<file path="src/rtl/ps2_pkg.sv">
// ps2_pkg: shared definitions for the PS/2 host-side blocks.
//   - ps2_tx_state_t : state encoding of the host-to-device transmitter
//   - CMD_SET_LEDS / RSP_ACK / CMD_RESET : common keyboard command bytes
//   - odd_parity()   : parity bit that makes the 9-bit data+parity word odd
package ps2_pkg;

    typedef enum logic [2:0] {
        ST_IDLE,
        ST_INHIBIT,
        ST_REQ,
        ST_SHIFT,
        ST_ACK,
        ST_RELEASE
    } ps2_tx_state_t;

    localparam logic [7:0] CMD_SET_LEDS = 8'hED;
    localparam logic [7:0] RSP_ACK      = 8'hFA;
    localparam logic [7:0] CMD_RESET    = 8'hFF;

    function automatic logic odd_parity(input logic [7:0] d);
        return ~^d;
    endfunction

endpackage

</file>
<file path="src/rtl/ps2_line_sync.sv">
// ps2_line_sync: 2-FF synchronizer for the raw PS2_CLK / PS2_DATA lines plus
// a registered falling-edge detect on the synchronized clock.
// Ports:
//   clk, rst          system clock, async active-high reset
//   ps2_clk_i         raw PS2_CLK level
//   ps2_data_i        raw PS2_DATA level
//   clk_s, data_s     synchronized line levels
//   fe                one-cycle pulse, 3 clk cycles after a PS2_CLK fall
module ps2_line_sync (
    input  logic clk,
    input  logic rst,
    input  logic ps2_clk_i,
    input  logic ps2_data_i,
    output logic clk_s,
    output logic data_s,
    output logic fe
);

    logic [1:0] clk_ff;
    logic [1:0] data_ff;
    logic       clk_d;

    // Lines idle high, so reset the chains to 1 to avoid a false edge.
    always_ff @(posedge clk or posedge rst) begin
        if (rst) begin
            clk_ff  <= 2'b11;
            data_ff <= 2'b11;
            clk_d   <= 1'b1;
            fe      <= 1'b0;
        end else begin
            clk_ff  <= {clk_ff[0], ps2_clk_i};
            data_ff <= {data_ff[0], ps2_data_i};
            clk_d   <= clk_ff[1];
            fe      <= clk_d & ~clk_ff[1];
        end
    end

    assign clk_s  = clk_ff[1];
    assign data_s = data_ff[1];

endmodule

</file>
<file path="src/rtl/ps2_host_tx.sv">
// ps2_host_tx: PS/2 host-to-device transmitter. Sends one byte using the
// request-to-send sequence (clock inhibit, start, 8 data LSB-first, odd
// parity, stop) and samples the device acknowledge.
// Ports:
//   clk, rst                 system clock, async active-high reset
//   tx_data, tx_valid        byte and send request
//   tx_ready                 high only in IDLE; accept on tx_valid && tx_ready
//   busy                     high whenever not in IDLE
//   done, ack_ok             one-cycle completion pulse and acknowledge flag
//   err                      one-cycle inactivity timeout pulse
//   ps2_clk_i, ps2_data_i    raw line levels
//   ps2_clk_oe, ps2_data_oe  1 = pull the line low
// Compile option: define PS2_HOST_TX_TIMEOUT_EN to enable the inactivity
// timeout; without it the block waits on the device forever and err is 0.
module ps2_host_tx
    import ps2_pkg::*;
#(
    parameter int INHIBIT_CYC = 10000,
    parameter int TIMEOUT_CYC = 1500000
) (
    input  logic       clk,
    input  logic       rst,
    input  logic [7:0] tx_data,
    input  logic       tx_valid,
    output logic       tx_ready,
    output logic       busy,
    output logic       done,
    output logic       ack_ok,
    output logic       err,
    input  logic       ps2_clk_i,
    input  logic       ps2_data_i,
    output logic       ps2_clk_oe,
    output logic       ps2_data_oe
);

    localparam int IW = $clog2(INHIBIT_CYC + 1);

    ps2_tx_state_t state;
    logic [7:0]    data_q;
    logic          par_q;
    logic [IW-1:0] inh_cnt;
    logic [3:0]    bit_n;
    logic          ack_ok_q;

    logic clk_s, data_s, fe;

    ps2_line_sync u_sync (
        .clk        (clk),
        .rst        (rst),
        .ps2_clk_i  (ps2_clk_i),
        .ps2_data_i (ps2_data_i),
        .clk_s      (clk_s),
        .data_s     (data_s),
        .fe         (fe)
    );

`ifdef PS2_HOST_TX_TIMEOUT_EN
    localparam int TW = $clog2(TIMEOUT_CYC + 1);
    logic [TW-1:0] to_cnt;
    logic          to_active;
    logic          to_hit;

    assign to_active = (state == ST_REQ) || (state == ST_SHIFT) ||
                       (state == ST_ACK) || (state == ST_RELEASE);
    // An edge this cycle restarts the window, so it can never time out.
    assign to_hit    = to_active && !fe && (to_cnt == TW'(TIMEOUT_CYC - 1));
`endif

    always_ff @(posedge clk or posedge rst) begin
        if (rst) begin
            state       <= ST_IDLE;
            tx_ready    <= 1'b1;
            busy        <= 1'b0;
            done        <= 1'b0;
            ack_ok      <= 1'b0;
            err         <= 1'b0;
            ps2_clk_oe  <= 1'b0;
            ps2_data_oe <= 1'b0;
            data_q      <= '0;
            par_q       <= 1'b0;
            inh_cnt     <= '0;
            bit_n       <= '0;
            ack_ok_q    <= 1'b0;
`ifdef PS2_HOST_TX_TIMEOUT_EN
            to_cnt      <= '0;
`endif
        end else begin
            done   <= 1'b0;
            ack_ok <= 1'b0;
            err    <= 1'b0;

            case (state)
                ST_IDLE: begin
                    // tx_ready comes back one cycle after done/err.
                    tx_ready    <= 1'b1;
                    ps2_clk_oe  <= 1'b0;
                    ps2_data_oe <= 1'b0;
                    if (tx_valid && tx_ready) begin
                        data_q     <= tx_data;
                        par_q      <= odd_parity(tx_data);
                        inh_cnt    <= '0;
                        bit_n      <= '0;
                        tx_ready   <= 1'b0;
                        busy       <= 1'b1;
                        ps2_clk_oe <= 1'b1;
                        state      <= ST_INHIBIT;
                    end
                end

                ST_INHIBIT: begin
                    inh_cnt <= inh_cnt + 1'b1;
                    if (inh_cnt == IW'(INHIBIT_CYC - 1)) begin
                        ps2_clk_oe  <= 1'b0;
                        ps2_data_oe <= 1'b1;    // start bit
                        state       <= ST_REQ;
                    end
                end

                ST_REQ: begin
                    if (fe) begin
                        bit_n       <= 4'd1;
                        ps2_data_oe <= ~data_q[0];
                        state       <= ST_SHIFT;
                    end
                end

                ST_SHIFT: begin
                    // bit_n holds the count before this edge; the bit put on
                    // the line is number bit_n+1 of the frame.
                    if (fe) begin
                        bit_n <= bit_n + 4'd1;
                        if (bit_n <= 4'd7) begin
                            ps2_data_oe <= ~data_q[bit_n[2:0]];
                        end else if (bit_n == 4'd8) begin
                            ps2_data_oe <= ~par_q;
                        end else begin
                            ps2_data_oe <= 1'b0;    // stop bit
                            state       <= ST_ACK;
                        end
                    end
                end

                ST_ACK: begin
                    if (fe) begin
                        ack_ok_q <= ~data_s;
                        state    <= ST_RELEASE;
                    end
                end

                ST_RELEASE: begin
                    if (clk_s && data_s) begin
                        done   <= 1'b1;
                        ack_ok <= ack_ok_q;
                        busy   <= 1'b0;
                        state  <= ST_IDLE;
                    end
                end

                default: state <= ST_IDLE;
            endcase

`ifdef PS2_HOST_TX_TIMEOUT_EN
            // Held at zero through INHIBIT so the window starts on REQ entry.
            if (fe || state == ST_INHIBIT)
                to_cnt <= '0;
            else if (to_active)
                to_cnt <= to_cnt + 1'b1;

            // Overrides any same-cycle completion so done and err never overlap.
            if (to_hit) begin
                err         <= 1'b1;
                done        <= 1'b0;
                ack_ok      <= 1'b0;
                busy        <= 1'b0;
                ps2_clk_oe  <= 1'b0;
                ps2_data_oe <= 1'b0;
                state       <= ST_IDLE;
            end
`endif
        end
    end

endmodule

</file>
<file path="config.mk">
export PLATFORM = sky130hd
export DESIGN_NAME = ps2_host_tx
export DESIGN_NICKNAME = d
export VERILOG_FILES = /design/src/rtl/ps2_pkg.sv /design/src/rtl/ps2_line_sync.sv /design/src/rtl/ps2_host_tx.sv
export SDC_FILE = /design/constraint.sdc
export NUM_CORES = 1
export LEC_CHECK = 0
export CORE_MARGIN = 5
export CORE_UTILIZATION = 61
export CTS_CLUSTER_DIAMETER = 30
export DETAILED_ROUTE_END_ITERATION = 16
export GPL_ROUTABILITY_DRIVEN = 0
export MAX_ROUTING_LAYER = met4
export PLACE_DENSITY = 0.93
export SETUP_SLACK_MARGIN = 0.02
export SLEW_MARGIN = 10
export SYNTH_ARGS = -nofsm -noshare
export SYNTH_HDL_FRONTEND = slang
export SYNTH_SLANG_ARGS = --single-unit
</file>
<file path="constraint.sdc">
create_clock -name clk -period 4.55 [get_ports clk]
set_input_delay 1.1375 -clock clk [delete_from_list [all_inputs] [get_ports clk]]
set_output_delay 1.1375 -clock clk [all_outputs]
set_load 0.01 [all_outputs]
</file>
==> flow_summary.toml <==
[run_status]
status = "finished, final reports clean"

[critical_path]
startpoint_type = "flop"
r2r_slack_ns = 2.29
worst-path-stages = 1
cp-end-kind = "primary output"
worstSetupPathType = "reg -> out"
crit_family = "flip-flops"
crit_path_top_delay_cell = "dfstp_2"
r2r-start = "state[1]"
rr_worst_depth = 4
critPathBufInv = 1
rr_endpoint = "inh_cnt[11]"
worstPathRequired_ns = 3.41
crit_arrival_ns = 1.53
crit_chain = "clkdlybuf4s50_1"
crit_path_max_fanout = 6
max_stage_delay_ns = 0.62

[cts]
cts_hold_buf = 0
clock_latency_ns = 0.35
cts_resized = 0
max-clock-path-buffers = 2
path_clk_slew_ns = 0.12
cts_tree = "yes"
cts-root-buf = "clkbuf_4"
clock-sinks = 43
cts_buffers = 5
post_cts_buffers = 0
cts_htree_levels = 2

[synth]
syn-cell-area_mm2 = 0.00216
async_flop_share = 1.00
yosys_most_used_dff = "dfrtp_1"
synth.largest_area_cell = "dfrtp_1"
synth-seq-cells = 43
yosysTopAreaCellShare = 0.429
synth_edf_count = 0
ys_seq_area_frac = 0.502
ys_warn_count = 0
synth.avg_cell_area_um2 = 11.1
synth_most_common_cell = "dfrtp_1"
synthTopCellsByArea = "dfrtp_1, dfstp_2, mux2_2"
synthCells = 195
synth_cell_types = 54
synthTopCellsByCount = "dfrtp_1, nand2_1, inv_1, o21ai_0, mux2_2"
syn-num-nets = 211

[route]
drc_errors = 0
post_drt_wl_per_cell_um = 14.9
final_antenna_net_count = 0
drt_wl_total_mm = 3.86
dr.pass1.iters = 4
avgViaCountPerCell = 6.02
drtIter0Drc = 113
vias = 1558

[power]
p_per_area_mw_per_mm2 = 525
p_sw_w = 0.000453
power_frac_comb = 0.323
p_sw_frac = 0.359
internal-power_w = 0.000807
seqPwrFrac = 0.535
power_frac_clock = 0.141
p_leak_nw = 0.988
vdd_ir_drop_max_mv = 0.370

[timing]
finalSetupViolCount = 0
period_share = 0.585
drv_slew = 0
final.setup.worst_slack_ns = 1.89
rsz0062_at_grt = "false"
fin_crit_ns = 2.66
max-slew-margin-rel = 0.640
tns_ns = 0
finalHoldViolations = 0
worst-slew-pin-transition_ns = 0.539
skew_ns = 0.0116
timing.fmax_ghz = 0.375

[die]
die_y_um = 69.5
die_area_mm2 = 0.00483
start_util = 0.637
io_pins = 20
die_x_um = 69.5
core_mm2 = 0.00339
std_cell_rows = 21

[hold_path]
whs_path_depth = 0
min_to = "u_sync.data_ff[1]"
hold_start = "u_sync.data_ff[0]"
min_path_type = "reg -> reg"

[cells_and_area]
nFillCells = 239
layout.nets = 228
design_area_mm2 = 0.00240
ff_latch_area_mm2 = 0.00108
final_layout_size_suffix_gt1_frac = 0.150
synthToLayoutAreaGrowth_pct = 11.2
utilization = 0.708
antenna_cells = 0
multi_input_area_um2 = 980

[placement]
place_area_mm2 = 0.00235
dp_slack_ns = 1.83
portBuffers = 18
dp_hpwl_mm = 2.77

[grt]
track_usage = 0.176
grt_overflow = 0
antenna_found_initial = 0
first_global_vias = 1462
grt_max_degree = 44
grt_pass1_wl_mm = 6.54

[run]
maxCapViolCount = 0
-- per-layer routing --
layer  vias up  global-route usage  share of wire
li1        765                   -              -
met4         0              0.0651          0.014
met2        35               0.282           0.50
met1       751               0.208           0.43
met5         -                   -              0
met3         7              0.0536          0.056
-- sequential cells by signal (all words and copies together), names as in the netlist, 2 cells and up --
| name | cells |
|---|---|
| u_sync.data_ff | 2 |
| u_sync.clk_ff | 2 |
| data_q | 8 |
| state | 3 |
| inh_cnt | 14 |
| bit_n | 4 |
-- logic make-up (layout without fill, tap and decap cells) --
group,Yosys count,in the layout,synth area share
XOR/XNOR,7,7,0.0284
flip-flops,43,43,0.502
adder cells (fa/ha/maj),3,3,0.0174
buffers and inverters,20,38,0.0441
AND/OR/NAND/NOR,56,56,0.154
multiplexers,14,14,0.0759
AO/OA/AOI/OAI,51,51,0.176
other,1,1,0.00174
-- layout by cell type (no fill, tap or decap), types with 6 or more instances in the layout --
master / n
xnor2_1: 6
o31ai_1: 8
nand3_1: 7
mux2_2: 9
a31oi_1: 7
dfstp_2: 6
o21ai_0: 11
dfrtp_1: 37
nand2_1: 18
clkdlybuf4s50_1: 18
inv_1: 11
-- layout make-up --
type	count	area share
Clock inverter	1	0.00209
Sequential cell	43	0.452
Tap cell	46	0.0240
Inverter	11	0.0172
Timing Repair Buffer	19	0.0782
Clock buffer	7	0.0188
Multi-Input combinational cell	132	0.408
-- power groups by stage --
stage          logic (W)  clock network (W)  registers [W]
2_1_floorplan   0.000324                  0       0.000633
3_3_place_gp    0.000389                  0       0.000671
3_5_place_dp    0.000410                  0       0.000681
4_1_cts         0.000413           0.000181       0.000672
5_1_grt         0.000462           0.000202       0.000698
6_report        0.000407           0.000178       0.000674
-- worst reg2reg max path, stage by stage, from the launching register on --
cell and delay (ns):
dfrtp_1 0.59, nor3b_4 0.45, nand4_1 0.47, o311ai_0 0.49, o41ai_1 0.14
-- through the flow --
stage                     hold slack [ns]  std cells  total power [W]
after floorplan                     0.345        195         0.000958
after global placement              0.346        251          0.00106
after detailed placement            0.348        251          0.00109
after CTS                           0.366        259          0.00127
after global routing                0.371        259          0.00136
final                               0.364        259          0.00126
-- how the worst max path moves through the flow --
stage | startpoint | to | slack, ns
floorplan | rst | ack_ok | 2.42
global placement | tx_valid | data_q[4] | 1.85
detailed placement | tx_valid | data_q[7] | 1.83
CTS | tx_ready | tx_ready | 1.87
global route | tx_ready | tx_ready | 1.83
finish | tx_ready | tx_ready | 1.89
(Power assumes the default switching activity.)
